===== src/rtl/tpram_port_driver.sv =====
// ---------------------------------------------------------------------------
// tpram_port_driver
//
// Initiator-side sequencer for the triple-port RAM arbiter. Three client
// channels (L, M, R) present read/write commands over valid/ready handshakes.
// The block accepts every valid command in the same cycle as one batch. It
// holds the batch stable on the arbiter's port pins long enough for the
// arbiter to serialize conflicting writes. It then returns the captured read
// data to each reading client as a single-cycle pulse.
//
// Parameters
//   N              number of RAM words
//   no_addr_lines  address width
//   wordsize       data width
//   HOLD_CYCLES    cycles a batch is driven onto the ports (1..15)
//
// Ports (X = L, M, R)
//   clk, rst                  single rising-edge clock, synchronous active-high reset
//   X_cmd_valid/ready         command handshake
//   X_cmd_we/addr/data        command: 1 = write, address, write data
//   X_rsp_valid/data          one-cycle read response pulse and its data
//   X_port_addr/write_enable/data   pins driven to the arbiter
//   X_data_read               read data returned by the arbiter
//
// Optional feature
//   TPRAM_DRV_CONFLICT_SKIP_EN: when defined, a batch in which no two writing
//   ports share an address is driven for a single cycle only.
// ---------------------------------------------------------------------------
module tpram_port_driver #(
    parameter int N             = 4,
    parameter int no_addr_lines = 2,
    parameter int wordsize      = 2,
    parameter int HOLD_CYCLES   = 4
) (
    input  logic                     clk,
    input  logic                     rst,

    input  logic                     L_cmd_valid,
    output logic                     L_cmd_ready,
    input  logic                     L_cmd_we,
    input  logic [no_addr_lines-1:0] L_cmd_addr,
    input  logic [wordsize-1:0]      L_cmd_data,
    output logic                     L_rsp_valid,
    output logic [wordsize-1:0]      L_rsp_data,
    output logic [no_addr_lines-1:0] L_port_addr,
    output logic                     L_write_enable,
    output logic [wordsize-1:0]      L_data,
    input  logic [wordsize-1:0]      L_data_read,

    input  logic                     M_cmd_valid,
    output logic                     M_cmd_ready,
    input  logic                     M_cmd_we,
    input  logic [no_addr_lines-1:0] M_cmd_addr,
    input  logic [wordsize-1:0]      M_cmd_data,
    output logic                     M_rsp_valid,
    output logic [wordsize-1:0]      M_rsp_data,
    output logic [no_addr_lines-1:0] M_port_addr,
    output logic                     M_write_enable,
    output logic [wordsize-1:0]      M_data,
    input  logic [wordsize-1:0]      M_data_read,

    input  logic                     R_cmd_valid,
    output logic                     R_cmd_ready,
    input  logic                     R_cmd_we,
    input  logic [no_addr_lines-1:0] R_cmd_addr,
    input  logic [wordsize-1:0]      R_cmd_data,
    output logic                     R_rsp_valid,
    output logic [wordsize-1:0]      R_rsp_data,
    output logic [no_addr_lines-1:0] R_port_addr,
    output logic                     R_write_enable,
    output logic [wordsize-1:0]      R_data,
    input  logic [wordsize-1:0]      R_data_read
);

    // Elaboration-time parameter sanity checks.
    if (HOLD_CYCLES < 1 || HOLD_CYCLES > 15) begin : g_bad_hold
        $error("tpram_port_driver: HOLD_CYCLES must be in 1..15");
    end
    if (N < 1 || N > (1 << no_addr_lines)) begin : g_bad_depth
        $error("tpram_port_driver: N does not fit in no_addr_lines");
    end

    localparam logic [3:0] HOLD_LOAD = 4'(HOLD_CYCLES - 1);

    typedef enum logic [1:0] {
        S_IDLE,
        S_DRIVE,
        S_GAP
    } state_t;

    // Port index 0 = L, 1 = M, 2 = R throughout.
    logic [2:0]               w_valid;
    logic [2:0]               w_we;
    logic [no_addr_lines-1:0] w_addr  [3];
    logic [wordsize-1:0]      w_wdata [3];
    logic [wordsize-1:0]      w_rdata [3];

    state_t                   r_state;
    state_t                   w_next_state;
    logic [3:0]               r_cnt;
    logic [3:0]               w_load;
    logic [2:0]               r_act;        // ports taking part in the current batch
    logic [2:0]               r_we;         // latched command type per port
    logic [2:0]               r_rd_cap;     // ports whose read data has been captured
    logic [no_addr_lines-1:0] r_port_addr [3];
    logic [wordsize-1:0]      r_port_data [3];
    logic [wordsize-1:0]      r_rsp_data  [3];

    logic                     w_cmd_ready;
    logic [2:0]               w_wen;
    logic [2:0]               w_rsp_valid;

    assign w_valid    = {R_cmd_valid, M_cmd_valid, L_cmd_valid};
    assign w_we       = {R_cmd_we, M_cmd_we, L_cmd_we};
    assign w_addr[0]  = L_cmd_addr;
    assign w_addr[1]  = M_cmd_addr;
    assign w_addr[2]  = R_cmd_addr;
    assign w_wdata[0] = L_cmd_data;
    assign w_wdata[1] = M_cmd_data;
    assign w_wdata[2] = R_cmd_data;
    assign w_rdata[0] = L_data_read;
    assign w_rdata[1] = M_data_read;
    assign w_rdata[2] = R_data_read;

`ifdef TPRAM_DRV_CONFLICT_SKIP_EN
    // A batch only needs the full window when the arbiter has to serialize
    // two or more writes to one address; otherwise one cycle is enough.
    logic [2:0] w_wr_act;
    logic       w_conflict;

    assign w_wr_act   = w_valid & w_we;
    assign w_conflict = (w_wr_act[0] && w_wr_act[1] && (w_addr[0] == w_addr[1])) ||
                        (w_wr_act[0] && w_wr_act[2] && (w_addr[0] == w_addr[2])) ||
                        (w_wr_act[1] && w_wr_act[2] && (w_addr[1] == w_addr[2]));
    assign w_load     = w_conflict ? HOLD_LOAD : 4'd0;
`else
    assign w_load     = HOLD_LOAD;
`endif

    // NOTE: every signal driven here gets a default first, so no path through
    // the case statement can leave one unassigned and infer a latch.
    always_comb begin
        w_next_state = r_state;
        w_cmd_ready  = 1'b0;
        w_wen        = 3'b000;
        w_rsp_valid  = 3'b000;
        case (r_state)
            S_IDLE: begin
                w_cmd_ready = ~rst;
                if (|w_valid) begin
                    w_next_state = S_DRIVE;
                end
            end
            S_DRIVE: begin
                w_wen = r_act & r_we;
                if (r_cnt == 4'd0) begin
                    w_next_state = S_GAP;
                end
            end
            S_GAP: begin
                w_rsp_valid  = r_rd_cap;
                w_next_state = S_IDLE;
            end
            default: begin
                w_next_state = S_IDLE;
            end
        endcase
    end

    // NOTE: sequential state is updated with non-blocking assignments only, so
    // every flop samples the pre-edge value regardless of statement order.
    always_ff @(posedge clk) begin
        if (rst) begin
            r_state  <= S_IDLE;
            r_cnt    <= 4'd0;
            r_act    <= 3'b000;
            r_we     <= 3'b000;
            r_rd_cap <= 3'b000;
            // NOTE: these small per-port arrays are plain registers, not RAM,
            // so clearing them in reset is cheap and gives defined pin values.
            for (int i = 0; i < 3; i++) begin
                r_port_addr[i] <= '0;
                r_port_data[i] <= '0;
                r_rsp_data[i]  <= '0;
            end
        end else begin
            r_state <= w_next_state;
            case (r_state)
                S_IDLE: begin
                    if (|w_valid) begin
                        r_cnt    <= w_load;
                        r_act    <= w_valid;
                        r_rd_cap <= 3'b000;
                        // Ports not in this batch keep their previous pins.
                        for (int i = 0; i < 3; i++) begin
                            if (w_valid[i]) begin
                                r_we[i]        <= w_we[i];
                                r_port_addr[i] <= w_addr[i];
                                r_port_data[i] <= w_wdata[i];
                            end
                        end
                    end
                end
                S_DRIVE: begin
                    if (r_cnt != 4'd0) begin
                        r_cnt <= r_cnt - 4'd1;
                    end else begin
                        // Last drive cycle: the arbiter has settled every write.
                        r_rd_cap <= r_act & ~r_we;
                        for (int i = 0; i < 3; i++) begin
                            if (r_act[i] && !r_we[i]) begin
                                r_rsp_data[i] <= w_rdata[i];
                            end
                        end
                    end
                end
                default: begin
                end
            endcase
        end
    end

    assign L_cmd_ready    = w_cmd_ready;
    assign M_cmd_ready    = w_cmd_ready;
    assign R_cmd_ready    = w_cmd_ready;

    assign L_write_enable = w_wen[0];
    assign M_write_enable = w_wen[1];
    assign R_write_enable = w_wen[2];

    assign L_port_addr    = r_port_addr[0];
    assign M_port_addr    = r_port_addr[1];
    assign R_port_addr    = r_port_addr[2];

    assign L_data         = r_port_data[0];
    assign M_data         = r_port_data[1];
    assign R_data         = r_port_data[2];

    assign L_rsp_valid    = w_rsp_valid[0];
    assign M_rsp_valid    = w_rsp_valid[1];
    assign R_rsp_valid    = w_rsp_valid[2];

    assign L_rsp_data     = r_rsp_data[0];
    assign M_rsp_data     = r_rsp_data[1];
    assign R_rsp_data     = r_rsp_data[2];

endmodule


===== config.mk =====
export PLATFORM = sky130hd
export DESIGN_NAME = tpram_port_driver
export DESIGN_NICKNAME = d
export VERILOG_FILES = /design/src/rtl/tpram_port_driver.sv
export SDC_FILE = /design/constraint.sdc
export NUM_CORES = 1
export LEC_CHECK = 0
export CAP_MARGIN = 5
export CORE_MARGIN = 3
export CORE_UTILIZATION = 38
export CTS_CLUSTER_SIZE = 25
export DETAILED_ROUTE_END_ITERATION = 12
export PLACE_DENSITY_LB_ADDON = 0.08
export SLEW_MARGIN = 5
export SYNTH_ARGS = -nofsm -noshare
export SYNTH_HDL_FRONTEND = slang
export SYNTH_SLANG_ARGS = --single-unit

===== constraint.sdc =====
create_clock -name clk -period 3.72 [get_ports clk]
set_input_delay 0.744 -clock clk [delete_from_list [all_inputs] [get_ports clk]]
set_output_delay 0.744 -clock clk [all_outputs]
set_load 0.01 [all_outputs]

-- Word level (Yosys, flattened, before mapping)
Memories as Yosys holds them, arrays and structs flattened.
Cells that the tools add are included.
- add/subtract/negate cells: 1
- equal/unequal tests: 6
- muxes and demuxes: 53
- bitwise gates (word level): 13
- reduce and logical (&&, ||, !) cells: 18
- operators with widths (kind ; count):
    $mux 1 ; 33
    $mux 2 ; 11
    $reduce_and 3->1 ; 5
    $mux 3 ; 4
    $or 1x1->1 ; 9
    $mux 4 ; 2
    $ne 2x2->1 const B ; 4
    $pmux 4 s2 ; 1
    $and 3x3->3 ; 2
    $pmux 3 s2 ; 1
    $logic_not 4->1 ; 1
    $pmux 2 s2 ; 1
    $reduce_and 2->1 ; 2
    $reduce_bool 4->1 ; 1
    $sub 4x1->4 const B ; 1
    $logic_and 1x1->1 ; 3
    $logic_not 1->1 ; 3
    $not 3->3 ; 1
    $reduce_or 3->1 ; 1
    $eq 2x1->1 const B ; 1
    $eq 2x2->1 const B ; 1
    $logic_not 2->1 ; 1
    $reduce_bool 2->1 ; 1
    $not 1->1 ; 1
- register bits after elaboration: 15
- RAM bits: 18
- input bits: 26
- output and inout port bits: 27
- logic and storage cells: 101
- memories: 3
- memory list (memory ; words ; bits a word ; rd ports ; clocked after memory_dff ; write ports ; line ; text):
    r_port_addr ; 3 ; 2 ; 3 ; 0 ; 3 ; 105 ; logic [no_addr_lines-1:0] r_port_addr [3];
    r_port_data ; 3 ; 2 ; 3 ; 0 ; 3 ; 106 ; logic [wordsize-1:0] r_port_data [3];
    r_rsp_data ; 3 ; 2 ; 3 ; 0 ; 3 ; 107 ; logic [wordsize-1:0] r_rsp_data [3];

-- Logic depth before layout (Yosys ltp)
Gate-level depths: netlist (run 1).
- depth after elaboration: 8
- gate-level depth with buffers: 5
- gate-level depth less buffers: 5

-- Least setup slack after synthesis (run 1)
Ideal clock, no wire load.
- kind: in2out
- start point: input rst
- end point: output M_cmd_ready
- arrival: 1.356 ns
- required time: 2.976 ns
- path slack: 1.620 ns
- cell stages on the path: 3
- buffers on the path: 2
- path through: clkbuf_1 > nor2_1 > buf_4
- longest elaborated chain between the ends: 2
- ends and longest elaborated chain (element ; line ; text):
    start, declared ; 36 ; input logic rst,
    $not 1->1 ; 149 ; w_cmd_ready = ~rst;
    $mux 1 ; 147 ; case (r_state)
    end, declared ; 51 ; output logic M_cmd_ready,
Every way passes these cells.

-- Worst setup path after layout (run 1)
Ends and elaborated chain as after synthesis.

==> impl_metrics.csv, run 1 <==
group,metric,value,unit
worst_setup_path,crit_path_frequent_cell,"clkdlybuf4s50_1",
worst_setup_path,crit_fanout,3,
sta,max_freq,0.3634,GHz
power,p_per_area,442.8,nW/um2
floorplan,io_pins,53,
sta,slew_viol_final,0,
min_path,hp-class,"reg -> reg",
synthesis,synth_ff_type,"edfxtp_1",
worst_setup_path,max_stage_delay,580,ps
placed_design,placed_cells,227,
clock_tree,cts_buffers,5,
sta,setup_violations,0,
routing,wl,3.237,mm
synthesis,avgSynthCellArea,11.04,um2
grt,grt_max_degree,25,
placed_design,pre_cts_ws,975.1,ps
floorplan,die_area,4644,um2
sta,hold_violations,0,
clock_tree,clockBufferDepth,2,
synthesis,synth_warnings,0,
final_layout,mostFrequentLayoutCell,"clkdlybuf4s50_1",
grt,antenna_found_initial,0,
synthesis,yosys.area.top_type,"edfxtp_1",
routing,antenna_left,0,
power,power_leakage,0.8149,nW
worst_setup_path,slowest_stage,"clkdlybuf4s50_1",
grt,grt_pass1_vias,1168,
clock_tree,clkSinkCount,33,
floorplan,num_rows,21,
synthesis,netlist_instances,133,
routing,wl_per_cell,13.77,um
routing,drt_iter0_markers,42,
grt,grt_overflow,0,
synthesis,yosys-top-cells-area,"edfxtp_1 (37%), dfxtp_1 (20%), and2_1 (6.4%)",
sta,tns,0,ps
routing,route.detailed.drc,0,
worst_setup_path,critical_path.cell_chain,"clkdlybuf4s50_1 -> nor2_1 -> clkdlybuf4s50_1",
grt,track_usage,15.34,%
grt,grt_pass1_wl,5.175,mm
worst_setup_path,regToRegSetupSlack,1810,ps
worst_setup_path,critPathRequiredTime,2980,ps
synthesis,synth_edf_count,18,
routing,vias_per_cell,4.966,
power,peakVddDrop,0.0002652,V
floorplan,coreArea,3521,um2
clock_tree,post-cts-setup-buffers,0,
floorplan,die_h,68.15,um
sta,final.min_clock_period,2752,ps
sta,slew_headroom,38.99,%
final_layout,drive_gt1_share,9.524,%
final_layout,finalNetCount,216,
run_status,status,"finished, final reports clean",
sta,worst_slack,968.5,ps
sta,clock_skew,4.443,ps
worst_setup_path,critPathArrivalTime,2010,ps
clock_tree,postCtsHoldBufs,0,
placed_design,gp_congestion,0.7757,
synthesis,syn_area,1468,um2
synthesis,synth_nets,161,
clock_tree,cts-root-buf,"clkbuf_8",
sta,rsz0062_at_grt,"no",
sta,worst_pin_slew,908.2,ps
synthesis,synth-async-reset-ratio,0,%
synthesis,ys_seq_area_share,57.29,%
clock_tree,clk_latency,280,ps
routing,vias,1167,
run,drv_cap,0,
final_layout,num_antenna_cells,0,
worst_setup_path,path_class,"in -> out",
synthesis,yosys_register_bits,33,
final_layout,final_cell_mix,"clkdlybuf4s50_1 (52), edfxtp_1 (18), and2_1 (15), dfxtp_1 (15), nor3b_1 (10)",
routing,firstDrtPassIters,4,
synthesis,synth_cell_types,32,
sta,period_share,73.97,%
floorplan,die_x,68.15,um
final_layout,area_growth,45.27,%
clock_tree,cts_tree,"yes",
worst_setup_path,end_kind,"output port",
clock_tree,clk_pin_slew,70,ps
worst_setup_path,crit_path_start_kind,"primary input",
clock_tree,cts_max_level,2,
final_layout,fin_cells,235,
final_layout,post-route-util,60.55,%
floorplan,initial_core_util,41.68,%
placed_design,dp.final_hpwl,2.442,mm
placed_design,numPortBuffers,52,
synthesis,yosys.area.top_type_share,36.83,%
clock_tree,cts_resized,0,
Yosys cell counts (all sizes together), types with 3 or more instances:
cell type   n
o22ai       3
nand2b      7
nor2        7
nor2b       4
and2       15
inv         3
nand2       3
and3        3
edfxtp     18
o21ai       4
nand3       3
nor3        3
or2         4
mux2i       3
dfxtp      15
a21oi       7
clkbuf      4
nor3b      10
registers in the layout, indices dropped and copies added (netlist names):
name / count
r_port_addr: 6
r_port_data: 6
r_rsp_data: 6
r_cnt: 4
r_act: 3
r_rd_cap: 3
r_we: 3
r_state: 2
final timing paths:
check,start,end,cells after the start
setup / recovery,rst,M_cmd_ready,3
hold / removal,r_rd_cap[0],r_rd_cap[0],2
setup reg to reg,r_cnt[0],r_rsp_data[0][4],5
hold reg to reg,r_rd_cap[0],r_rd_cap[0],2
power breakdown:
group / switching [mW] / internal, mW / total [mW]
combinational: 0.0974 / 0.111 / 0.208
clock: 0.128 / 0.167 / 0.295
sequential: 0.0180 / 0.423 / 0.441
through the flow:
stage | hold slack (ps) | cell area, um2 | power (mW)
6_report | 474.9 | 2132 | 0.9441
3_3_place_gp | 457.5 | 2031 | 0.6519
2_1_floorplan | 444.1 | 1468 | 0.5580
3_5_place_dp | 465.7 | 2031 | 0.6581
4_1_cts | 477.4 | 2132 | 0.9521
5_1_grt | 504.8 | 2132 | 0.9930
layout make-up:
class,count,area (um2)
tap,46,57.56
inverter,3,11.26
clock inverter,1,5.005
sequential,33,840.8
multi-input combinational,91,585.6
clock buffer,7,96.34
timing repair buffer,54,535.5
fill,310,1389
metal layers:
metal  GRT usage [%]  share of wire, %
met3           4.762               7.3
met1           18.78                43
met4           7.692               1.7
met2           24.31                48
met5               0                 0
kinds of logic after synthesis:
family / after synthesis / share of synthesized area [%]
fa+ha+maj: 2 / 1.705
mux: 3 / 2.046
simple gates: 66 / 27.62
flops: 33 / 57.29
compound gates: 20 / 8.526
buf+inv: 9 / 2.813
worst max-delay path: cells and delay by family:
family | cells | cell delay (ps)
buffers and inverters | 2 | 1050
and+or+nand+nor | 1 | 210
Note: power is estimated with default switching activity, not from simulation.
==> run 2, diff against run 1 <==
==> constraint.sdc (replaced) <==
create_clock -name clk -period 2.8 [get_ports clk]
set_input_delay 0.56 -clock clk [delete_from_list [all_inputs] [get_ports clk]]
set_output_delay 0.56 -clock clk [all_outputs]
set_load 0.01 [all_outputs]
==> run 2 against run 1 <==
Count of clock-buffer cells in the layout decreased by 1. Core utilization decreased by 0.53 points. Design area decreased by 0.88%. Worst setup slack got worse by 560 ps.
==> impl_metrics.csv, run 2 (synthesis gave the netlist of run 1 again) <==
group,metric,value,unit
clock_tree,cts_tree,"yes",
placed_design,placed_cells,227,
grt,grt_max_degree,25,
placed_design,dp.final_hpwl,2.382,mm
final_layout,drive_gt1_share,8.995,%
worst_setup_path,critical_path.cell_chain,"clkdlybuf4s50_1 -> nor2_1 -> clkdlybuf4s50_1",
final_layout,final_cell_mix,"clkdlybuf4s50_1 (52), edfxtp_1 (18), and2_1 (15), dfxtp_1 (15), nor3b_1 (10)",
worst_setup_path,crit_fanout,3,
final_layout,mostFrequentLayoutCell,"clkdlybuf4s50_1",
routing,firstDrtPassIters,5,
routing,top_layer,"met4",
worst_setup_path,crit_buf_inv,2,
sta,slew_headroom,35.57,%
clock_tree,cts_max_level,2,
grt,grt_pass1_wl,5.009,mm
routing,wl_per_cell,13.41,um
power,p_per_area,567.3,nW/um2
min_path,min_path_cells,2,
power,clkPwrFrac,28.0,%
routing,route.detailed.drc,0,
sta,worst_pin_slew,959.1,ps
final_layout,area_growth,43.99,%
worst_setup_path,crit_family,"buffers and inverters",
final_layout,reg_top3,"r_port_addr x6, r_port_data x6, r_rsp_data x6",
run,drv_cap,0,
routing,drt-met1-wl,1.398,mm
grt,grt_overflow,0,
sta,worst_slack,406.4,ps
clock_tree,clk_latency,280,ps
min_path,min-delay-start,"r_rd_cap[0]",
worst_setup_path,crit_path_frequent_cell,"clkdlybuf4s50_1",
floorplan,die_x,68.15,um
worst_setup_path,reg2regPathDepth,3,
power,intPower,0.8815,mW
power,combPwrFrac,23.1,%
clock_tree,postCtsHoldBufs,0,
worst_setup_path,r2r_start,"r_state[1]",
sta,max_freq,0.4178,GHz
routing,wl_met3,241,um
clock_tree,cts_buffers,5,
floorplan,initial_core_util,41.68,%
clock_tree,clockBufferDepth,2,
grt,track_usage,14.77,%
floorplan,io_pins,53,
sta,clock_skew,4.095,ps
floorplan,die_area,4644,um2
sta,rsz0062_at_grt,"no",
floorplan,coreArea,3521,um2
clock_tree,clk_pin_slew,60,ps
worst_setup_path,slowest_stage,"clkdlybuf4s50_1",
sta,tns,0,ps
worst_setup_path,critical_path_depth,3,
sta,hold_violations,0,
power,peakVddDrop,0.0003397,V
run_status,status,"finished, final reports clean",
routing,vias_per_cell,5.017,
sta,slew_viol_final,0,
routing,vias,1179,
worst_setup_path,end_kind,"output port",
routing,drt_iter0_markers,26,
floorplan,die_h,68.15,um
floorplan,num_rows,21,
grt,grt_pass1_vias,1136,
power,power_frac_seq,48.9,%
sta,setup_violations,0,
clock_tree,post-cts-setup-buffers,0,
sta,period_share,85.49,%
worst_setup_path,critPathArrivalTime,1830,ps
routing,wl,3.151,mm
worst_setup_path,crit_start,"rst",
power,p_switching,0.3174,mW
min_path,hp-class,"reg -> reg",
clock_tree,cts_resized,0,
routing,met2_length,1.469,mm
worst_setup_path,path_class,"in -> out",
placed_design,pre_cts_ws,347.4,ps
worst_setup_path,crit_path_start_kind,"primary input",
sta,final.min_clock_period,2394,ps
routing,antenna_left,0,
power,power_leakage,0.8056,nW
grt,antenna_found_initial,0,
placed_design,gp_congestion,0.7301,
power,swShare,26.47,%
final_layout,num_antenna_cells,0,
worst_setup_path,max_stage_delay,590,ps
final_layout,finalNetCount,216,
clock_tree,clkSinkCount,33,
final_layout,fin_cells,235,
placed_design,numPortBuffers,52,
clock_tree,cts-root-buf,"clkbuf_8",
worst_setup_path,critPathRequiredTime,2240,ps
run 2: cell types whose count changed in the layout (fill, tap and decap cells not counted):
cell,delta
clkbuf_8,-2
clkbuf_1,+1
clkinv_2,+1
run 2: layout make-up:
type                            count  area, um2
Fill cell                         312       1408
Sequential cell                    33      840.8
Multi-Input combinational cell     91      585.6
Timing Repair Buffer               54      535.5
Clock buffer                        6      72.57
Tap cell                           46      57.56
Inverter                            3      11.26
Clock inverter                      2      10.01
run 2: metrics by stage:
step           hold WS [ps]  power (mW)  util (%)  instance area (um2)
6_report              475.4       1.199     60.02                 2113
5_1_grt               488.9       1.266     60.02                 2113
4_1_cts               474.5       1.210     60.02                 2113
3_5_place_dp          463.4      0.8744     57.68                 2031
3_3_place_gp          457.8      0.8657     57.68                 2031
2_1_floorplan         444.1      0.7413         -                 1468
run 2: power by group through the flow:
stage / registers (mW) / logic (mW) / clock network, mW
2_1_floorplan: 0.606 / 0.136 / 0
3_3_place_gp: 0.594 / 0.272 / 0
3_5_place_dp: 0.597 / 0.278 / 0
4_1_cts: 0.586 / 0.279 / 0.344
5_1_grt: 0.592 / 0.307 / 0.367
6_report: 0.586 / 0.277 / 0.336
run 2: metal layers:
| metal | up-vias | global-route usage [%] |
|---|---|---|
| met3 | 8 | 4.926 |
| met1 | 543 | 18.09 |
| met5 | - | 0 |
| met4 | 0 | 6.948 |
| met2 | 47 | 23.35 |
| li1 | 581 | - |
run 2: path summary, 6_finish.rpt:
| path | to | slack (ps) |
|---|---|---|
| worst max-delay path | M_cmd_ready | 410 |
| worst min-delay path | r_rd_cap[0] | 480 |
| worst max register to register | r_port_addr[0][1] | 890 |
| worst min register to register | r_rd_cap[0] | 480 |
run 2: worst register-to-register path, delay by kind of cell, from the launching register on:
family | cells | cell delay (ps)
and+or+nand+nor | 3 | 1390
DFF | 1 | 390
